--- src/rtl/univ_shift_reg.sv ---
// rtl/univ_shift_reg.sv - universal shift register with complementary outputs and word-framing counter
module univ_shift_reg #(
    parameter int                 WIDTH     = 8,
    parameter logic [WIDTH-1:0]   RESET_VAL = '0,
    parameter int                 CNT_W     = $clog2(WIDTH)
) (
    input  logic             clk,
    input  logic             rst,
    input  logic             en,
    input  logic [2:0]       mode,
    input  logic [WIDTH-1:0] pin,
    input  logic             sin_r,
    input  logic             sin_l,
    output logic [WIDTH-1:0] qout,
    output logic [WIDTH-1:0] qbar,
    output logic             sout_msb,
    output logic             sout_lsb,
    output logic [CNT_W-1:0] shift_cnt,
    output logic             word_done
);

    localparam logic [2:0] MODE_HOLD  = 3'b000;
    localparam logic [2:0] MODE_LOAD  = 3'b001;
    localparam logic [2:0] MODE_SHL   = 3'b010;
    localparam logic [2:0] MODE_SHR   = 3'b011;
    localparam logic [2:0] MODE_ROTL  = 3'b100;
    localparam logic [2:0] MODE_ROTR  = 3'b101;
    localparam logic [2:0] MODE_ASR   = 3'b110;
    localparam logic [2:0] MODE_CLEAR = 3'b111;

    localparam logic [CNT_W-1:0] CNT_MAX = CNT_W'(WIDTH - 1);

    logic [WIDTH-1:0] qout_q, qout_d;
    logic [WIDTH-1:0] qbar_q, qbar_d;
    logic [CNT_W-1:0] cnt_q, cnt_d;
    logic             done_q, done_d;
    logic             is_shift;

    always_comb begin
        qout_d   = qout_q;
        cnt_d    = cnt_q;
        done_d   = 1'b0;
        is_shift = 1'b0;
        if (en) begin
            case (mode)
                MODE_HOLD:  qout_d = qout_q;
                MODE_LOAD:  begin qout_d = pin; cnt_d = '0; end
                MODE_SHL:   begin qout_d = {qout_q[WIDTH-2:0], sin_r};          is_shift = 1'b1; end
                MODE_SHR:   begin qout_d = {sin_l, qout_q[WIDTH-1:1]};          is_shift = 1'b1; end
                MODE_ROTL:  begin qout_d = {qout_q[WIDTH-2:0], qout_q[WIDTH-1]}; is_shift = 1'b1; end
                MODE_ROTR:  begin qout_d = {qout_q[0], qout_q[WIDTH-1:1]};      is_shift = 1'b1; end
                MODE_ASR:   begin qout_d = {qout_q[WIDTH-1], qout_q[WIDTH-1:1]}; is_shift = 1'b1; end
                MODE_CLEAR: begin qout_d = '0; cnt_d = '0; end
                default:    qout_d = qout_q;
            endcase
        end
        // Every shift class shares one counter; the wrap edge marks a full serial word.
        if (is_shift) begin
            if (cnt_q == CNT_MAX) begin
                cnt_d  = '0;
                done_d = 1'b1;
            end else begin
                cnt_d = cnt_q + CNT_W'(1);
            end
        end
        qbar_d = ~qout_d;
    end

    always_ff @(posedge clk) begin
        if (rst) begin
            qout_q <= RESET_VAL;
            qbar_q <= ~RESET_VAL;
            cnt_q  <= '0;
            done_q <= 1'b0;
        end else begin
            qout_q <= qout_d;
            qbar_q <= qbar_d;
            cnt_q  <= cnt_d;
            done_q <= done_d;
        end
    end

    assign qout      = qout_q;
    assign qbar      = qbar_q;
    assign sout_msb  = qout_q[WIDTH-1];
    assign sout_lsb  = qout_q[0];
    assign shift_cnt = cnt_q;
    assign word_done = done_q;

endmodule

--- config.mk ---
export PLATFORM = sky130hd
export DESIGN_NAME = univ_shift_reg
export DESIGN_NICKNAME = d
export VERILOG_FILES = /design/src/rtl/univ_shift_reg.sv
export SDC_FILE = /design/constraint.sdc
export NUM_CORES = 1
export LEC_CHECK = 0
export CAP_MARGIN = 10
export CORE_MARGIN = 8
export CORE_UTILIZATION = 47
export DETAILED_ROUTE_END_ITERATION = 6
export HOLD_SLACK_MARGIN = 0.02
export PLACE_DENSITY = 0.83
export SLEW_MARGIN = 20
export SYNTH_ARGS = -nofsm -noshare
export SYNTH_HDL_FRONTEND = slang
export SYNTH_SLANG_ARGS = --single-unit
--- constraint.sdc ---
create_clock -name clk -period 4.05 [get_ports clk]
set_input_delay 0.81 -clock clk [delete_from_list [all_inputs] [get_ports clk]]
set_output_delay 0.81 -clock clk [all_outputs]
set_load 0.01 [all_outputs]
# Word level (Yosys, flattened, before mapping)
# Index checks and enable logic that the tools add are counted.
# classes
add_sub_neg,1
n_eq_ne,8
muxes,9
bitwise,2
n_reduce_logical,7
# op_table
cell,n
$pmux 8 s8,1
$eq 3x3->1 const B,5
$mux 3,4
$mux 8,1
$not 8->8,1
$eq 3x2->1 const B,2
$reduce_or 5->1,1
$reduce_bool 2->1,2
$reduce_or 2->1,2
$add 3x1->3 const B,1
$eq 3x1->1 const B,1
$logic_not 3->1,1
$mux 1,3
$reduce_and 2->1,1
$not 1->1,1
# totals
ff_bits,20
output_inout_bits,22
elab_cells,31

# Logic depth before layout (Yosys ltp)
# logic_depth
ltp_word,6
depth_mapped,7
depth_no_buf,6

# Worst setup path after synthesis
# Ideal clock, no wire load.
# synth_path
path_kind,input-to-reg
startpoint,input mode[1]
endpoint,"register qbar_q[1], in the netlist qbar[1]"
setup_ns,0.127
arrival_ns,2.127
slack_ns,1.796
cell_stages,7
path_cell_list,buf_6 > inv_1 > ha_1 > o41ai_2 > buf_2 > nor3_1 > or3_1
# synth_between
elab_chain_len,4
elab_cells_between_ends,11
classes_between,7 x eq/ne; 2 x mux; 1 x bitwise; 1 x reduce/logical
# synth_rtl
element,line_no,text
from (decl),10,"input logic [2:0] mode,"
"$eq 3x3->1, or another cell as far along",45,case (mode)
$pmux 8 s8 (*),45,
$mux 8 (*),44,if (en) begin
$not 8->8 (*),66,qbar_d = ~qout_d;
to (signal assigned),72,qbar_q <= ~RESET_VAL;
to (signal assigned),77,qbar_q <= qbar_d;
to (decl),34,"logic [WIDTH-1:0] qbar_q, qbar_d;"
# Mark *: on every way between the ends. The rest lies on a longest branch, timed or not.
# A chain may end at the register's enable or synchronous reset.

# Worst setup path after layout
# layout_path
startpoint,input mode[2]
endpoint,"register qbar_q[2], in the netlist qbar[2]"
# Same word-level chain as after synthesis.

==> out/metrics.yaml <==
post_cts_buffers: 0
grtUsageMet3_pct: 4.59
initial_core_util_pct: 49.1
clk_pin_slew_ns: 0.10
antenna_found_initial: 0
cp_cell_sequence: "clkdlybuf4s50_1, inv_1, ha_1, o41ai_2, buf_4, nor3_1, or3_1"
peakVddDrop_uv: 269
drt-pass1-iter-count: 5
p_leak_nw: 0.576
n_antenna_cell: 0
netlist.area_leader.share_pct: 37.6
core-area_um2: 2170
p_per_area_nw_per_um2: 296
ioPinCount: 38
synth_edf_count: 0
cp.required_ns: 4.24
post_drt_via_cell_ratio: 5.64
max_slew_margin_pct: 58.2
placementRows: 17
switching_power_mw: 0.121
cts_buffers: 3
yosysMostFrequentCell: "dfxtp_1"
syn_inst: 113
reg2regPathDepth: 4
clock_sinks: 20
cts_tree: "built"
synth.distinct_cells: 36
r2r-start: "shift_cnt[0]"
root_buffer: "clkbuf_4"
rsz0062_at_grt: "false"
critPathArrivalTime_ns: 2.87
met1_usage_pct: 15.2
drt-total-wl_mm: 2.74
combPwrFrac_pct: 26.7
cts_max_level: 1
fmax_mhz: 373
cp_max_fo: 12
maxCapViolations: 0
io_buffer_count: 37
hold_path.class: "register to register"
ant_nets: 0
drc: 0
avgRoutedWirePerCell_um: 15.8
fin_nets: 168
min_period_over_period_pct: 66.2
outcome: "completed"
synth-async-reset-ratio_pct: 0
avgSynthCellArea_um2: 9.43
final_max_slew_viol_count: 0
crit_path_end_kind: "register"
clk_path_buf_depth: 2
r2r_slack_ns: 2.59
cpMaxStageDelayCell: "clkdlybuf4s50_1"
clkLatencyLatePin_ns: 0.30
worst_pin_slew_ns: 0.622
gp_congestion: 0.839
fillers: 193
use_met2_pct: 21.9
synthTopCellsByCount: "dfxtp_1, nor2_1, nor3_1"
final_core_util_pct: 66.4
fin_skew_ns: 0.00240
drt_iter0_drc: 31
crit_cells: 7
vias: 975
ys_ff_latch: 20
grt_max_degree: 19
drive_above_1_share_pct: 9.66
startpoint: "mode[2]"
period_minus_slack_ns: 2.68
synth_area_um2: 1070
switching_share_pct: 28.4
worstSetupEndpoint: "qbar[2]"
critPathBufInv: 3
die_x_um: 63.6
crit_family: "buffers and inverters"
cp_slowest_stage_delay_ns: 0.79
dieArea_um2: 4050
r2r-end: "shift_cnt[0]"
hold_viol: 0
multi_input_area_um2: 591
dp_hpwl_mm: 2.06
busiest_layer: "met2"
regArea_um2: 400
p_int_mw: 0.306
overflow: 0
synth_area_leaders: "dfxtp_1, mux2i_1, ha_1, nor3_1, nor2_1"
ys.flop_type: "dfxtp_1"
finalSetupViolCount: 0
die_h_um: 63.6
critPathLaunchType: "input port"
grt_pass1_wl_mm: 4.49
syn-num-nets: 134
area_delta_synth_final_pct: 35.2
grt_pass1_vias: 952
fin_tns_setup_ns: 0
crit_type: "input port to register"
ctsHoldBuffers: 0
synth_area_leader_cell: "dfxtp_1"
yosysSeqAreaShare_pct: 37.6
pwr-share-seq_pct: 51.7
cts_resized: 0
yosys_warnings: 0
grt_use_total_pct: 13.4
power.share.clock_pct: 21.6
## final cells by class
class | instances | share of cell area, %
Clock buffer | 3 | 1.56
Inverter | 4 | 1.04
Multi-Input combinational cell | 80 | 41.0
Sequential cell | 20 | 27.8
Tap cell | 28 | 2.43
Timing Repair Buffer | 38 | 26.2
## per-layer routing
| metal | vias up | part of all wire [%] |
|---|---|---|
| met4 | 0 | 1.7 |
| met3 | 5 | 7.9 |
| li1 | 484 | - |
| met2 | 40 | 47 |
| met1 | 446 | 43 |
| met5 | - | 0 |
## placed cells by master, fill, tap and decap left out, types with 2 or more instances in the layout
cell type | Yosys | routed
o21ai_0 | 2 | 2
nand2_1 | 2 | 2
mux2i_1 | 8 | 8
a22o_2 | 4 | 4
a21oi_1 | 2 | 2
nand2b_1 | 2 | 2
a32oi_1 | 2 | 2
ha_1 | 5 | 5
inv_1 | 4 | 4
clkdlybuf4s50_1 | 0 | 37
nor3_1 | 12 | 12
or3_1 | 6 | 6
nor2_1 | 15 | 15
clkbuf_4 | 0 | 3
a22o_1 | 2 | 2
nand3b_1 | 2 | 2
dfxtp_1 | 20 | 20
## logic make-up after synthesis
logic type / Yosys count / synth area share, %
simple gates: 44 / 22.8
fa+ha+maj: 5 / 5.87
flops: 20 / 37.6
xor+xnor: 1 / 0.822
buf+inv: 13 / 7.04
mux: 8 / 7.51
compound gates: 22 / 18.4
## power by group through the flow
stage | clock (mW) | sequential, mW | combinational [mW]
2_1_floorplan | 0 | 0.229 | 0.0567
3_3_place_gp | 0 | 0.225 | 0.111
3_5_place_dp | 0 | 0.225 | 0.114
4_1_cts | 0.0942 | 0.221 | 0.115
5_1_grt | 0.100 | 0.223 | 0.124
6_report | 0.0923 | 0.221 | 0.114
## through the flow
step	worst slack, ns	hold slack, ns	instance area, µm²	cells	power [mW]
finish	1.37	0.530	1440	173	0.427
global route	1.24	0.538	1440	173	0.447
CTS	1.39	0.514	1440	173	0.430
detailed placement	1.07	0.499	1420	170	0.339
global placement	1.11	0.480	1420	170	0.336
floorplan	1.80	0.503	1070	113	0.286
## worst min path at each step
| stage | startpoint | endpoint | cells after the start |
|---|---|---|---|
| after global placement | shift_cnt[0] | shift_cnt[0] | 2 |
| after CTS | shift_cnt[0] | shift_cnt[0] | 2 |
| final | shift_cnt[0] | shift_cnt[0] | 2 |
| after global routing | shift_cnt[0] | shift_cnt[0] | 2 |
| after floorplan | shift_cnt[0] | shift_cnt[0] | 2 |
| after detailed placement | shift_cnt[0] | shift_cnt[0] | 2 |
## tightest hold or removal path, stage by stage, from the launching register on
cell     delay, ns
dfxtp_1       0.35
nand2_1       0.07
a21oi_1       0.06
No activity file was read; power rests on OpenSTA's default activity.
